--- config.mk ---
export PLATFORM = sky130hd
export DESIGN_NAME = data_mem_arbiter_flat
export DESIGN_NICKNAME = d
export VERILOG_FILES = /design/src/rtl/data_mem_arbiter_if.sv /design/src/rtl/data_mem_arbiter.sv /design/src/flat_wrapper.sv
export SDC_FILE = /design/constraint.sdc
export NUM_CORES = 1
export LEC_CHECK = 0
export BUFFER_PORTS_ARGS = -buffer_cell sky130_fd_sc_hd__buf_2
export CORE_AREA = 3 3 118 120
export CTS_BUF_LIST = sky130_fd_sc_hd__clkbuf_2
export DETAILED_ROUTE_END_ITERATION = 10
export DIE_AREA = 0 0 121 123
export GPL_TIMING_DRIVEN = 0
export SLEW_MARGIN = 20
export SYNTH_ARGS = -nofsm -noshare
export SYNTH_HDL_FRONTEND = slang
export SYNTH_SLANG_ARGS = --single-unit
--- constraint.sdc ---
create_clock -name clk -period 3 [get_ports clk]
set_clock_uncertainty 0.1 [all_clocks]
set_input_delay 0.6 -clock clk [delete_from_list [all_inputs] [get_ports clk]]
set_output_delay 0.6 -clock clk [all_outputs]
set_load 0.03 [all_outputs]
--- src/rtl/data_mem_arbiter_if.sv ---
// Bus bundle between the CPU memory stage, the DMA channel and the data memory.
// The arbiter connects through the slave modport and its environment through master.
interface data_mem_arbiter_if;
  logic        cpu_rd;
  logic        cpu_wr;
  logic [31:0] cpu_addr;
  logic [31:0] cpu_wdata;
  logic        cpu_stall;
  logic [31:0] cpu_rdata;

  logic        dma_req;
  logic        dma_wr;
  logic [31:0] dma_addr;
  logic [4:0]  dma_len;
  logic [31:0] dma_wdata;
  logic        dma_grant;
  logic        dma_beat;
  logic        dma_rvalid;
  logic [31:0] dma_rdata;
  logic        dma_done;

  logic        mem_en;
  logic        mem_wr;
  logic [31:0] mem_addr;
  logic [31:0] mem_wdata;
  logic [31:0] mem_rdata;

  modport slave (
    input  cpu_rd, cpu_wr, cpu_addr, cpu_wdata,
    output cpu_stall, cpu_rdata,
    input  dma_req, dma_wr, dma_addr, dma_len, dma_wdata,
    output dma_grant, dma_beat, dma_rvalid, dma_rdata, dma_done,
    output mem_en, mem_wr, mem_addr, mem_wdata,
    input  mem_rdata
  );

  modport master (
    output cpu_rd, cpu_wr, cpu_addr, cpu_wdata,
    input  cpu_stall, cpu_rdata,
    output dma_req, dma_wr, dma_addr, dma_len, dma_wdata,
    input  dma_grant, dma_beat, dma_rvalid, dma_rdata, dma_done,
    input  mem_en, mem_wr, mem_addr, mem_wdata,
    output mem_rdata
  );
endinterface

--- src/rtl/data_mem_arbiter.sv ---
// Single-port data memory arbiter: CPU has priority, DMA bursts are admitted when the
// CPU is idle or after STARVE_LIMIT consecutive CPU wins, and then run to completion.
module data_mem_arbiter #(
  parameter int unsigned STARVE_LIMIT = 8
) (
  input logic              clk,
  input logic              rst_n,
  data_mem_arbiter_if.slave bus
);
  localparam int unsigned STARVE_W = $clog2(STARVE_LIMIT + 1);
  localparam int unsigned LEN_W    = 5;
  localparam int unsigned MAX_LEN  = 16;

  typedef enum logic [1:0] {IDLE, DMA, DONE} state_t;

  state_t              r_state;
  state_t              w_state_nxt;
  logic [STARVE_W-1:0] r_starve_cnt;
  logic [LEN_W-1:0]    r_beat_cnt;
  logic [LEN_W-1:0]    r_len;
  logic [31:0]         r_base;
  logic                r_dir;
  logic                r_dma_grant;
  logic                r_dma_rvalid;

  logic                w_cpu_req;
  logic                w_admit;
  logic                w_beat;
  logic                w_last;
  logic [LEN_W-1:0]    w_len_clamp;
  logic                w_unused;

  assign w_cpu_req   = bus.cpu_rd | bus.cpu_wr;
  assign w_len_clamp = (bus.dma_len > LEN_W'(MAX_LEN)) ? LEN_W'(MAX_LEN) : bus.dma_len;
  assign w_admit     = (r_state == IDLE) && bus.dma_req &&
                       (!w_cpu_req || (r_starve_cnt == STARVE_W'(STARVE_LIMIT)));
  assign w_beat      = (r_state == DMA) && (r_len != '0);
  assign w_last      = (r_len == '0) || (r_beat_cnt == (r_len - LEN_W'(1)));
  assign w_unused    = &{1'b0, bus.dma_addr[1:0]};

  // Read data is a straight pass-through; requesters use stall/rvalid to qualify it.
  assign bus.cpu_rdata  = bus.mem_rdata;
  assign bus.dma_rdata  = bus.mem_rdata;
  assign bus.dma_grant  = r_dma_grant;
  assign bus.dma_rvalid = r_dma_rvalid;

  always_ff @(posedge clk or negedge rst_n) begin
    if (!rst_n) r_state <= IDLE;
    else        r_state <= w_state_nxt;
  end

  always_comb begin
    w_state_nxt   = r_state;
    bus.cpu_stall = 1'b0;
    bus.dma_beat  = 1'b0;
    bus.dma_done  = 1'b0;
    bus.mem_en    = w_cpu_req;
    bus.mem_wr    = bus.cpu_wr;
    bus.mem_addr  = bus.cpu_addr;
    bus.mem_wdata = bus.cpu_wdata;
    case (r_state)
      IDLE: begin
        if (w_admit) w_state_nxt = DMA;
      end
      DMA: begin
        bus.cpu_stall = w_cpu_req;
        bus.dma_beat  = w_beat;
        bus.mem_en    = w_beat;
        bus.mem_wr    = w_beat & r_dir;
        bus.mem_addr  = r_base + 32'({r_beat_cnt, 2'b00});
        bus.mem_wdata = bus.dma_wdata;
        if (w_last) w_state_nxt = DONE;
      end
      DONE: begin
        bus.cpu_stall = w_cpu_req;
        bus.dma_done  = 1'b1;
        bus.mem_en    = 1'b0;
        bus.mem_wr    = 1'b0;
        w_state_nxt   = IDLE;
      end
      default: w_state_nxt = IDLE;
    endcase
  end

  // Burst context, starvation counter and registered DMA status pulses.
  always_ff @(posedge clk or negedge rst_n) begin
    if (!rst_n) begin
      r_starve_cnt <= '0;
      r_beat_cnt   <= '0;
      r_len        <= '0;
      r_base       <= '0;
      r_dir        <= 1'b0;
      r_dma_grant  <= 1'b0;
      r_dma_rvalid <= 1'b0;
    end else begin
      r_dma_grant  <= w_admit;
      r_dma_rvalid <= w_beat & ~r_dir;

      if (!bus.dma_req || w_admit) begin
        r_starve_cnt <= '0;
      end else if ((r_state == IDLE) && w_cpu_req &&
                   (r_starve_cnt != STARVE_W'(STARVE_LIMIT))) begin
        r_starve_cnt <= r_starve_cnt + STARVE_W'(1);
      end

      if (w_admit) begin
        r_base     <= {bus.dma_addr[31:2], 2'b00};
        r_len      <= w_len_clamp;
        r_dir      <= bus.dma_wr;
        r_beat_cnt <= '0;
      end else if (w_beat) begin
        r_beat_cnt <= r_beat_cnt + LEN_W'(1);
      end
    end
  end
endmodule

--- src/flat_wrapper.sv ---
// flat-port wrapper written by rule: the top's interface ports become plain ports
module data_mem_arbiter_flat 
#(
  parameter int unsigned STARVE_LIMIT = 8
)
  (clk, rst_n, bus_cpu_rd, bus_cpu_wr, bus_cpu_addr, bus_cpu_wdata, bus_cpu_stall, bus_cpu_rdata, bus_dma_req, bus_dma_wr, bus_dma_addr, bus_dma_len, bus_dma_wdata, bus_dma_grant, bus_dma_beat, bus_dma_rvalid, bus_dma_rdata, bus_dma_done, bus_mem_en, bus_mem_wr, bus_mem_addr, bus_mem_wdata, bus_mem_rdata);
  data_mem_arbiter_if bus_i ();
  input logic clk;
  input logic rst_n;
  input wire logic [$bits(bus_i.cpu_rd)-1:0] bus_cpu_rd;
  input wire logic [$bits(bus_i.cpu_wr)-1:0] bus_cpu_wr;
  input wire logic [$bits(bus_i.cpu_addr)-1:0] bus_cpu_addr;
  input wire logic [$bits(bus_i.cpu_wdata)-1:0] bus_cpu_wdata;
  output wire logic [$bits(bus_i.cpu_stall)-1:0] bus_cpu_stall;
  output wire logic [$bits(bus_i.cpu_rdata)-1:0] bus_cpu_rdata;
  input wire logic [$bits(bus_i.dma_req)-1:0] bus_dma_req;
  input wire logic [$bits(bus_i.dma_wr)-1:0] bus_dma_wr;
  input wire logic [$bits(bus_i.dma_addr)-1:0] bus_dma_addr;
  input wire logic [$bits(bus_i.dma_len)-1:0] bus_dma_len;
  input wire logic [$bits(bus_i.dma_wdata)-1:0] bus_dma_wdata;
  output wire logic [$bits(bus_i.dma_grant)-1:0] bus_dma_grant;
  output wire logic [$bits(bus_i.dma_beat)-1:0] bus_dma_beat;
  output wire logic [$bits(bus_i.dma_rvalid)-1:0] bus_dma_rvalid;
  output wire logic [$bits(bus_i.dma_rdata)-1:0] bus_dma_rdata;
  output wire logic [$bits(bus_i.dma_done)-1:0] bus_dma_done;
  output wire logic [$bits(bus_i.mem_en)-1:0] bus_mem_en;
  output wire logic [$bits(bus_i.mem_wr)-1:0] bus_mem_wr;
  output wire logic [$bits(bus_i.mem_addr)-1:0] bus_mem_addr;
  output wire logic [$bits(bus_i.mem_wdata)-1:0] bus_mem_wdata;
  input wire logic [$bits(bus_i.mem_rdata)-1:0] bus_mem_rdata;
  assign bus_i.cpu_rd = bus_cpu_rd;
  assign bus_i.cpu_wr = bus_cpu_wr;
  assign bus_i.cpu_addr = bus_cpu_addr;
  assign bus_i.cpu_wdata = bus_cpu_wdata;
  assign bus_cpu_stall = bus_i.cpu_stall;
  assign bus_cpu_rdata = bus_i.cpu_rdata;
  assign bus_i.dma_req = bus_dma_req;
  assign bus_i.dma_wr = bus_dma_wr;
  assign bus_i.dma_addr = bus_dma_addr;
  assign bus_i.dma_len = bus_dma_len;
  assign bus_i.dma_wdata = bus_dma_wdata;
  assign bus_dma_grant = bus_i.dma_grant;
  assign bus_dma_beat = bus_i.dma_beat;
  assign bus_dma_rvalid = bus_i.dma_rvalid;
  assign bus_dma_rdata = bus_i.dma_rdata;
  assign bus_dma_done = bus_i.dma_done;
  assign bus_mem_en = bus_i.mem_en;
  assign bus_mem_wr = bus_i.mem_wr;
  assign bus_mem_addr = bus_i.mem_addr;
  assign bus_mem_wdata = bus_i.mem_wdata;
  assign bus_i.mem_rdata = bus_mem_rdata;
  data_mem_arbiter #(.STARVE_LIMIT(STARVE_LIMIT)) u_core (.clk(clk), .rst_n(rst_n), .bus(bus_i));
endmodule
==> run metrics, run 1 <==
status finished, violations left; failing checks setup timing; Starting Density 30.8%; crit start category flip-flop; largest net degree at the start of global routing 50; non-filler instance count after layout 976; r2r setup slk 0.62 ns; die area 14900 sq um; CTS tree done; crit path DAT 2.55 ns; syn_nets 680; vias per cell 4.49; Final setup viols 23; # fillers 1320; hpwl dp roughly 11 mm; Reg2Reg Capture Point u_core.r_base[6]; share of cells above drive strength 1 between 50% and 60%; RSZ-0062 raised after global routing yes; Final Max Slew Viols 0; max-cap violations 0; clock sinks 49; Leak Pwr 3.27 nW; layout overhead on the synthesized area 55.3%; CTS Buffer Depth 2; # nets final around 1000; Synth Register Bits between 40 and 50; Placed Instances 943; Setup CP Type flip-flop to output pin; element type at the critical path end output pin; Site Rows 42; most common library cell in the layout ignoring fill and taps buf_2; DIE WIDTH 121 um; Final min period 3.25 ns; most frequent cells in the layout 243 x buf_2, 108 x buf_4, 107 x nand2_1; VDD IR max slightly above 500 uV; CORE AREA 13100 sq um; Cell Area, Synth about 4000 sq um; DRT antenna net count 0; Post-synth ARST share 100%; Reg2Reg Launch Point u_core.r_starve_cnt[0]; number of synthesized flops with an enable pin 0; Worst Hold Class input pin to asynchronous set/reset pin; worst slew pin tran 0.644 ns; H-Tree Depth 2; Flop pwr share about a quarter; logic gate share of total power 69.8%; Tcrit/Tclk final 108%; Clk network pwr share 5.5%; ys flop type dfrtp_1; Sw Ratio 50.9%; crit-path max FO 4; final WL 14.1 mm; Internal 0.00249 W; Post-route DRC 0; Reg clk slew, reported paths 0.28 ns; die height 123 um; drt wl/cell 14.5 um; Pre-Repair DR Iteration Count 4; CTS Root Cell clkbuf_2; f_max 307 MHz; post-synthesis cell count slightly below 500; antenna fix cells 0; vias in the first global route 4115; final RePlAce weighted congestion 0.802; Vias 4380; antenna violations before repair 0; Synthesis Warnings 0; num ports 306; FF-to-FF path depth 9; final hold violations 0; Worst Hold Slack approximately 0.053 ns; Worst-Skew Late Latency 0.43 ns; Slew headroom a little under three fifths; Worst Slack Setup Final -0.255 ns; Net Switching 0.00259 W; All-Layer GR Usage 17.7%; synthesized area per cell 8.12 sq um; first-pass GRT wire length 21.2 mm; number of port buffers 271; Num CTS Buffers 5; power per cell area 813 nW/um^2; total grt overflow 0; Synth cell types 46; register area share after synthesis 30.5%; Iter 0 DRT Violations around 190; CP required 2.30 ns
-- state kept, by name, indices dropped and copies added, names as in the netlist --
name and cells:
u_core.r_base 30, u_core.r_beat_cnt 5, u_core.r_len 5, u_core.r_starve_cnt 4, u_core.r_state 2, u_core.bus.dma_grant 1
u_core.bus.dma_rvalid 1, u_core.r_dir 1
-- what timing repair did --
action | in CTS | in global routing
setup endpoints to repair | 57 | 59
gates resized for setup | 88 | 24
setup buffers | 17 | 9
pin swaps | 38 | 17
hold buffers | 0 | 0
gates cloned | 0 | 0
-- power by group through the flow --
stage	combinational [W]	clock, W	sequential, W
floorplan	0.00218	0	0.00120
global placement	0.00297	0	0.00127
detailed placement	0.00299	0	0.00127
CTS	0.00344	0.000303	0.00125
global route	0.00385	0.000317	0.00130
finish	0.00354	0.000282	0.00125
-- synthesized netlist by cell type, drive strengths merged, types with 2 or more instances --
cell	instances	area, sq um
nand2	108	405
buf	69	503
dfrtp	49	1230
mux2	35	394
nor2	34	128
a21oi	22	110
o21ai	22	114
xor2	20	175
nand4	16	100
clkbuf	14	52.6
ha	12	150
inv	12	45.0
xnor2	12	105
nand3	8	40.0
nor2b	7	43.8
a211oi	5	37.5
nand3b	5	37.5
or3	5	36.3
a31oi	4	25.0
and3	4	25.0
and2	3	18.8
and4	3	26.3
nor4	3	18.8
o21a	3	22.5
a21boi	2	15.0
a21o	2	15.0
nor3	2	10.0
o22ai	2	12.5
-- worst max-delay path, cell delays in order (launching register included) --
cell and delay [ns]:
dfrtp_2 0.50, ha_4 0.18, fa_2 0.39, a211oi_4 0.32
o21ba_4 0.22, nor4_1 0.08, xnor2_1 0.13, a21oi_1 0.14
buf_4 0.18
-- routing by layer --
layer	wire length (um)	vias up	GRT usage (%)	share of wire, %
li1	-	2215	-	-
met1	6170	2023	23.7	44
met2	7070	140	31.1	50
met3	851	2	2.79	6.0
met4	31	0	2.27	0.22
met5	0	-	0	0
-- cell type report --
type                            instances  area, sq um  share of cell area, %
Sequential cell                        49         1230                   19.7
Buffer                                 82          593                   9.49
Clock buffer                            5         25.0                  0.400
Tap cell                              176          220                   3.52
Inverter                               13         53.8                  0.861
Clock inverter                          3         17.5                  0.280
Timing Repair Buffer                  297         1670                   26.7
Multi-Input combinational cell        351         2440                   39.1
-- kinds of logic (layout without fill, tap and decap cells) --
family	count (synthesis)	count (layout)	share of synthesized area [%]
flops	49	49	30.5
mux	35	35	9.79
compound gates	66	66	9.57
buf+inv	96	400	15.0
simple gates	205	205	24.0
fa+ha+maj	13	13	4.23
xor+xnor	32	32	6.96
-- stage by stage --
step                utilization, %  instance area, sq um  setup TNS, ns  total power (W)  worst slack (ns)
floorplan                        -                  4050              0          0.00339          0.000939
global placement              43.0                  5620         -10.28          0.00424            -0.510
detailed placement            43.0                  5620          -9.99          0.00426            -0.485
CTS                           46.6                  6100          -5.35          0.00499            -0.330
global route                  47.8                  6250          -7.50          0.00547            -0.405
finish                        47.8                  6250          -3.89          0.00508            -0.255
-- worst max path at each step --
stage	end	start	cells after the start
final	bus_mem_addr[28]	u_core.r_beat_cnt[0]	8
after global routing	bus_mem_addr[10]	u_core.r_base[2]	8
after CTS	bus_mem_addr[22]	u_core.r_beat_cnt[0]	8
after detailed placement	bus_mem_addr[11]	u_core.r_state[1]	7
after global placement	bus_mem_addr[11]	u_core.r_state[1]	7
after floorplan	bus_mem_addr[12]	u_core.r_beat_cnt[0]	7
No activity file was read; power rests on OpenSTA's default activity.
==> run 2: changes to the inputs <==
- SETUP_SLACK_MARGIN: default -> 0.05
- TNS_END_PERCENT: default -> 20
==> run 2 against run 1 <==
  * The run still ends with setup timing left
  * Sequential power is 3% higher
  * Routed wire length is 0.52% lower
  * Final cell count is 1.2% lower
==> run metrics, run 2 (synthesized netlist as in run 1, its figures left out) <==
Num CTS Buffers 5 (unchanged); vias per cell 4.49 (about the same); Pre-Repair DR Iteration Count 4 (unchanged); Post-route DRC 0 (unchanged); CP startpoint u_core.r_base[2]; Setup CP Type flip-flop to output pin; largest net degree at the start of global routing 50 (unchanged); Final min period 3.33 ns (+0.0796 ns); most common library cell in the layout ignoring fill and taps buf_2; Site Rows 42 (unchanged); Hold Startpoint bus_dma_addr[2]; Leak Pwr 3.18 nW (-2.5%); Worst Slack Setup Final -0.334 ns (-0.0796 ns); Hold Crit Depth 3; Starting Density 30.8% (unchanged); final WL 14.0 mm (-0.52%); Final setup viols 29 (+26%); Reg2Reg Capture Point u_core.r_beat_cnt[4]; crit start category flip-flop; power per cell area 822 nW/um^2 (+1.2%); Worst-Skew Late Latency 0.45 ns (+0.02 ns); most frequent cells in the layout 243 x buf_2, 107 x nand2_1, 99 x buf_4; Top reg by flops u_core.r_base; hpwl dp 11.1 mm (-0.70%); worst slew pin tran 0.656 ns (+0.0120 ns); final hold violations 0 (unchanged); layout overhead on the synthesized area 50.9%; Place WS -0.414 ns (+0.0713 ns); CP required 2.30 ns (about the same); failing checks setup timing; VDD IR max 371 uV (-28%); Reg clk slew, reported paths 0.31 ns (+0.03 ns); dpl cell area 5610 sq um (-0.20%); number of port buffers 271 (unchanged); Pwr Total 0.00500 W (-1.6%); Worst Hold Class input pin to flip-flop; Tcrit/Tclk final 111% (+2.7 points); drt wl/cell 14.6 um (+0.72%); All-Layer GR Usage 17.4% (-0.35 points); total grt overflow 0 (unchanged); Hold Path End u_core.r_base[2]; DRT antenna net count 0 (unchanged); Iter 0 DRT Violations 179 (-6.3%); fin util 46.4% (-1.3 points); antenna fix cells 0 (unchanged); final RePlAce weighted congestion 0.812 (+1.3%); DIE WIDTH 121 um (unchanged); share of cells above drive strength 1 55.2% (-2.2 points); first-pass GRT wire length 20.8 mm (-2.0%); Vias 4329 (-1.2%); f_max 300 MHz (-2.4%); die height 123 um (unchanged); r2r setup slk 0.75 ns (+0.13 ns); finished layout cell area 6080 sq um (-2.8%); Final Max Slew Viols 0 (unchanged); Slew headroom 56.2% (-0.80 points); setup_tns -6.37 ns (-2.48 ns); CTS Root Cell clkbuf_2; Largest register FFs 30 (unchanged); crit-path max FO 4 (unchanged); CORE AREA 13100 sq um (unchanged); # nets final 971 (-1.2%); element type at the critical path end output pin; vias in the first global route 4004 (-2.7%); CTS Buffer Depth 2 (unchanged); Reg2Reg Launch Point u_core.r_len[0]; die area 14900 sq um (unchanged); H-Tree Depth 2 (unchanged); CTS tree done; num ports 306 (unchanged); antenna violations before repair 0 (unchanged); FF-to-FF path depth 8 (-1); status finished, violations left; clock sinks 49 (unchanged); crit path DAT 2.63 ns (+0.08 ns); biggest regs u_core.r_base x30, u_core.r_beat_cnt x5, u_core.r_len x5; max-cap violations 0 (unchanged); RSZ-0062 raised after global routing yes
[run 2: changes by cell type in the layout (fill, tap and decap cells not counted), sizes merged]
cell and change:
buf -11, clkbuf -2, clkinv -2, dlygate4sd3 +1, inv +2
[run 2: worst max path at each step]
| stage | endpoint | slack, ns |
|---|---|---|
| after floorplan | bus_mem_addr[18] | -0.005 |
| after global placement | bus_mem_addr[9] | -0.41 |
| after detailed placement | bus_mem_addr[9] | -0.41 |
| after CTS | bus_mem_addr[22] | -0.41 |
| after global routing | bus_mem_addr[26] | -0.52 |
| final | bus_mem_addr[28] | -0.33 |
[run 2: cell type report]
class / instances / area [sq um]
fill: 1334 / 7010
multi-input combinational: 351 / 2360
timing repair buffer: 285 / 1560
sequential: 49 / 1230
buffer: 82 / 602
tap: 176 / 220
inverter: 13 / 50.0
clock inverter: 3 / 28.8
clock buffer: 5 / 25.0
[run 2: report_power, final]
| part | leakage, nW | internal (W) | switching, W | total, W |
|---|---|---|---|---|
| combinational | 2.53 | 0.00140 | 0.00199 | 0.00339 |
| clock | 0.0355 | 0.0000698 | 0.000254 | 0.000324 |
| sequential | 0.616 | 0.000955 | 0.000330 | 0.00129 |
| total | 3.18 | 0.00243 | 0.00257 | 0.00500 |
[run 2: timing repair]
action,in CTS,in global routing
pin swaps,42,20
setup endpoints to repair,67,52
resized for setup,75,19
hold buffers,0,1
hold endpoints to repair,0,18
gates cloned,1,0
setup buffers,10,2
[run 2: metrics by stage]
step	hold slack, ns	std cells
global placement	0.373	943
CTS	0.0104	961
finish	0.199	964
floorplan	0.204	496
detailed placement	0.375	943
global route	0.114	964
[run 2: metal layers]
layer,up-vias,wire length [um],GRT usage (%)
li1,2189,-,-
met1,1986,6160,23.2
met2,145,6960,30.5
met3,9,839,2.74
met4,0,91,2.27
met5,-,0,0
[run 2: critical path: stages (launching register included)]
cell	delay (ns)
dfrtp_2	0.51
ha_4	0.18
fa_2	0.38
a211oi_4	0.34
o21ba_4	0.23
nor4_2	0.06
xnor2_1	0.14
a21oi_1	0.16
buf_4	0.18
==> run 3: changes to the inputs <==
- SETUP_SLACK_MARGIN: 0.05 -> 0.5
==> run 3 against run 2 <==
  * The flow still finishes with violations (setup timing)
  * Critical path depth stayed put
  * Final area is 8.2% higher
  * Critical path type unchanged
  * Core utilization is 3.8 points higher
  * Routed wire length is 10% higher
  * Sequential power hardly changed
==> run metrics, run 3 (synthesized netlist as in run 1, its figures left out) <==
Worst Hold Slack 0.0190 ns (-0.180 ns); multi-input logic area 2590 sq um (+9.6%); DRT antenna net count 0 (unchanged); Iter 0 DRT Violations 191 (+6.7%); vias in the first global route 4142 (+3.4%); element type at the critical path end output pin; die area 14900 sq um (unchanged); crit start category flip-flop; met3 Usage GRT 3.25% (+0.50 points); FF-to-FF path depth 9 (+1); RSZ-0062 raised after global routing yes; failing checks setup timing; Setup CP Type flip-flop to output pin; Worst Hold Class input pin to asynchronous set/reset pin; layout overhead on the synthesized area 63.3%; Slew headroom 57.7% (+1.4 points); crit-path max FO 4 (unchanged); r2r setup slk 0.81 ns (+0.06 ns); CP Cell Sequence ha_4, fa_2, a211oi_4, o21ba_4, nor4_1, xnor2_1, a21oi_2, buf_6; Final setup viols 25 (-14%); critical-path cell with the highest stage delay dfrtp_2; Final min period 3.33 ns (-0.00282 ns); hpwl dp 12.2 mm (+9.8%); Site Rows 42 (unchanged); CP top delay family compound AO/OA/AOI/OAI gates; num ports 306 (unchanged); CTS Buffer Depth 2 (unchanged); CORE AREA 13100 sq um (unchanged); crit path DAT 2.63 ns (about the same); share of cells above drive strength 1 59.8% (+4.6 points); H-Tree Depth 2 (unchanged); f_max 300 MHz (about the same); Reg2Reg Capture Point u_core.r_base[29]; Tcrit/Tclk final 111% (about the same); antenna violations before repair 0 (unchanged); max-cap violations 0 (unchanged); first-pass GRT wire length 22.3 mm (+7.6%); final RePlAce weighted congestion 0.797 (-2.0%); clock sinks 49 (unchanged); largest net degree at the start of global routing 50 (unchanged); Final Max Slew Viols 0 (unchanged); biggest regs u_core.r_base x30, u_core.r_beat_cnt x5, u_core.r_len x5; All-Layer GR Usage 19.0% (+1.6 points); Sequential Area 1230 sq um (unchanged); Vias 4407 (+1.8%); Largest register FFs 30 (unchanged); M1 GR Usage 25.4% (+2.1 points); Crit path largest cell delay 0.49 ns (-0.02 ns); final WL 15.5 mm (+10%); status finished, violations left; antenna fix cells 0 (unchanged); CP required 2.30 ns (about the same); Pwr Total 0.00548 W (+9.7%); fin util 50.3% (+3.8 points); most frequent cells in the layout 223 x buf_2, 106 x nand2_1, 103 x buf_4; drt wl/cell 15.8 um (+8.7%); # fillers 1277 (-4.3%); most common library cell in the layout ignoring fill and taps buf_2; Pre-Repair DR Iteration Count 4 (unchanged); vias per cell 4.51 (+0.45%); busiest layer in global routing met2; DIE WIDTH 121 um (unchanged); number of port buffers 271 (unchanged); setup_tns -4.17 ns (+2.20 ns); routing usage on met2 33.0% (+2.5 points); final hold violations 0 (unchanged); Top reg by flops u_core.r_base; Num CTS Buffers 5 (unchanged); Worst-Skew Late Latency 0.46 ns (about the same); worst slew pin tran 0.633 ns (-0.0236 ns); finished layout cell area 6580 sq um (+8.2%); Reg2Reg Launch Point u_core.r_starve_cnt[0]; Post-route DRC 0 (unchanged); VDD IR max 388 uV (+4.6%); dpl cell area 5760 sq um (+2.7%); total grt overflow 0 (unchanged); Leak Pwr 3.35 nW (+5.1%); CTS Root Cell clkbuf_2; Reg clk slew, reported paths 0.27 ns (-0.04 ns); power per cell area 834 nW/um^2 (+1.4%); worst path bufs/invs 1 (unchanged); # nets final 984 (+1.3%); die height 123 um (unchanged); Starting Density 30.8% (unchanged); Worst Slack Setup Final -0.331 ns (+0.00282 ns); CTS tree done
## run 3: changes by cell type in the layout (fill, tap and decap cells not counted), moves of 4 or more
cell,before,now
a21oi_2,2,14
a31oi_1,4,0
mux2_4,1,12
or3_1,4,0
a31oi_4,0,4
buf_2,243,223
mux2_2,34,23
buf_4,99,103
or3_4,1,5
a21oi_1,20,8
buf_6,9,37
## run 3: area by class of cell
class,count,area share [%]
inverter,13,0.780
tap,176,3.35
clock inverter,3,0.190
buffer,83,9.84
sequential,49,18.8
clock buffer,5,0.381
timing repair buffer,297,27.4
multi-input combinational,351,39.3
## run 3: per-layer routing
metal / part of all wire [%] / up-vias
met5: 0 / -
met4: 1.0 / 0
met3: 7.0 / 11
met2: 50 / 154
met1: 42 / 2024
li1: - / 2218
## run 3: timing repair
item	CTS	global route
hold buffers	0	0
setup buffers	9	17
pin swaps	35	22
resized for setup	130	43
setup endpoints to repair	67	68
## run 3: metrics by stage
stage          instances  setup slack, ns
2_1_floorplan        496            0.307
3_3_place_gp         943           -0.452
3_5_place_dp         943           -0.436
4_1_cts              960           -0.325
5_1_grt              977           -0.426
6_report             977           -0.331
## run 3: how the worst max path moves through the flow
stage                                    start               end  slack, ns  cells after the start
after floorplan           u_core.r_beat_cnt[0]  bus_mem_addr[26]       0.31                      7
after global placement       u_core.r_state[1]  bus_mem_addr[19]      -0.45                      7
final                     u_core.r_beat_cnt[0]  bus_mem_addr[28]      -0.33                      8
after CTS                     u_core.r_base[2]  bus_mem_addr[24]      -0.32                      8
after detailed placement     u_core.r_state[1]  bus_mem_addr[19]      -0.44                      7
after global routing          u_core.r_base[2]  bus_mem_addr[28]      -0.43                      8
## run 3: worst register-to-register path: stages (launching register included)
cell,delay [ns]
dfrtp_1,0.46
inv_1,0.09
ha_1,0.14
and3b_1,0.17
o21a_1,0.15
nand2_1,0.20
inv_2,0.23
buf_1,0.43
nand2_1,0.12
nand2_1,0.07
## run 3: report_power, final
group	internal, W	leakage [nW]	switching (W)
combinational	0.00174	2.70	0.00220
clock	0.0000510	0.0278	0.000218
sequential	0.000952	0.616	0.000324
total	0.00275	3.35	0.00274
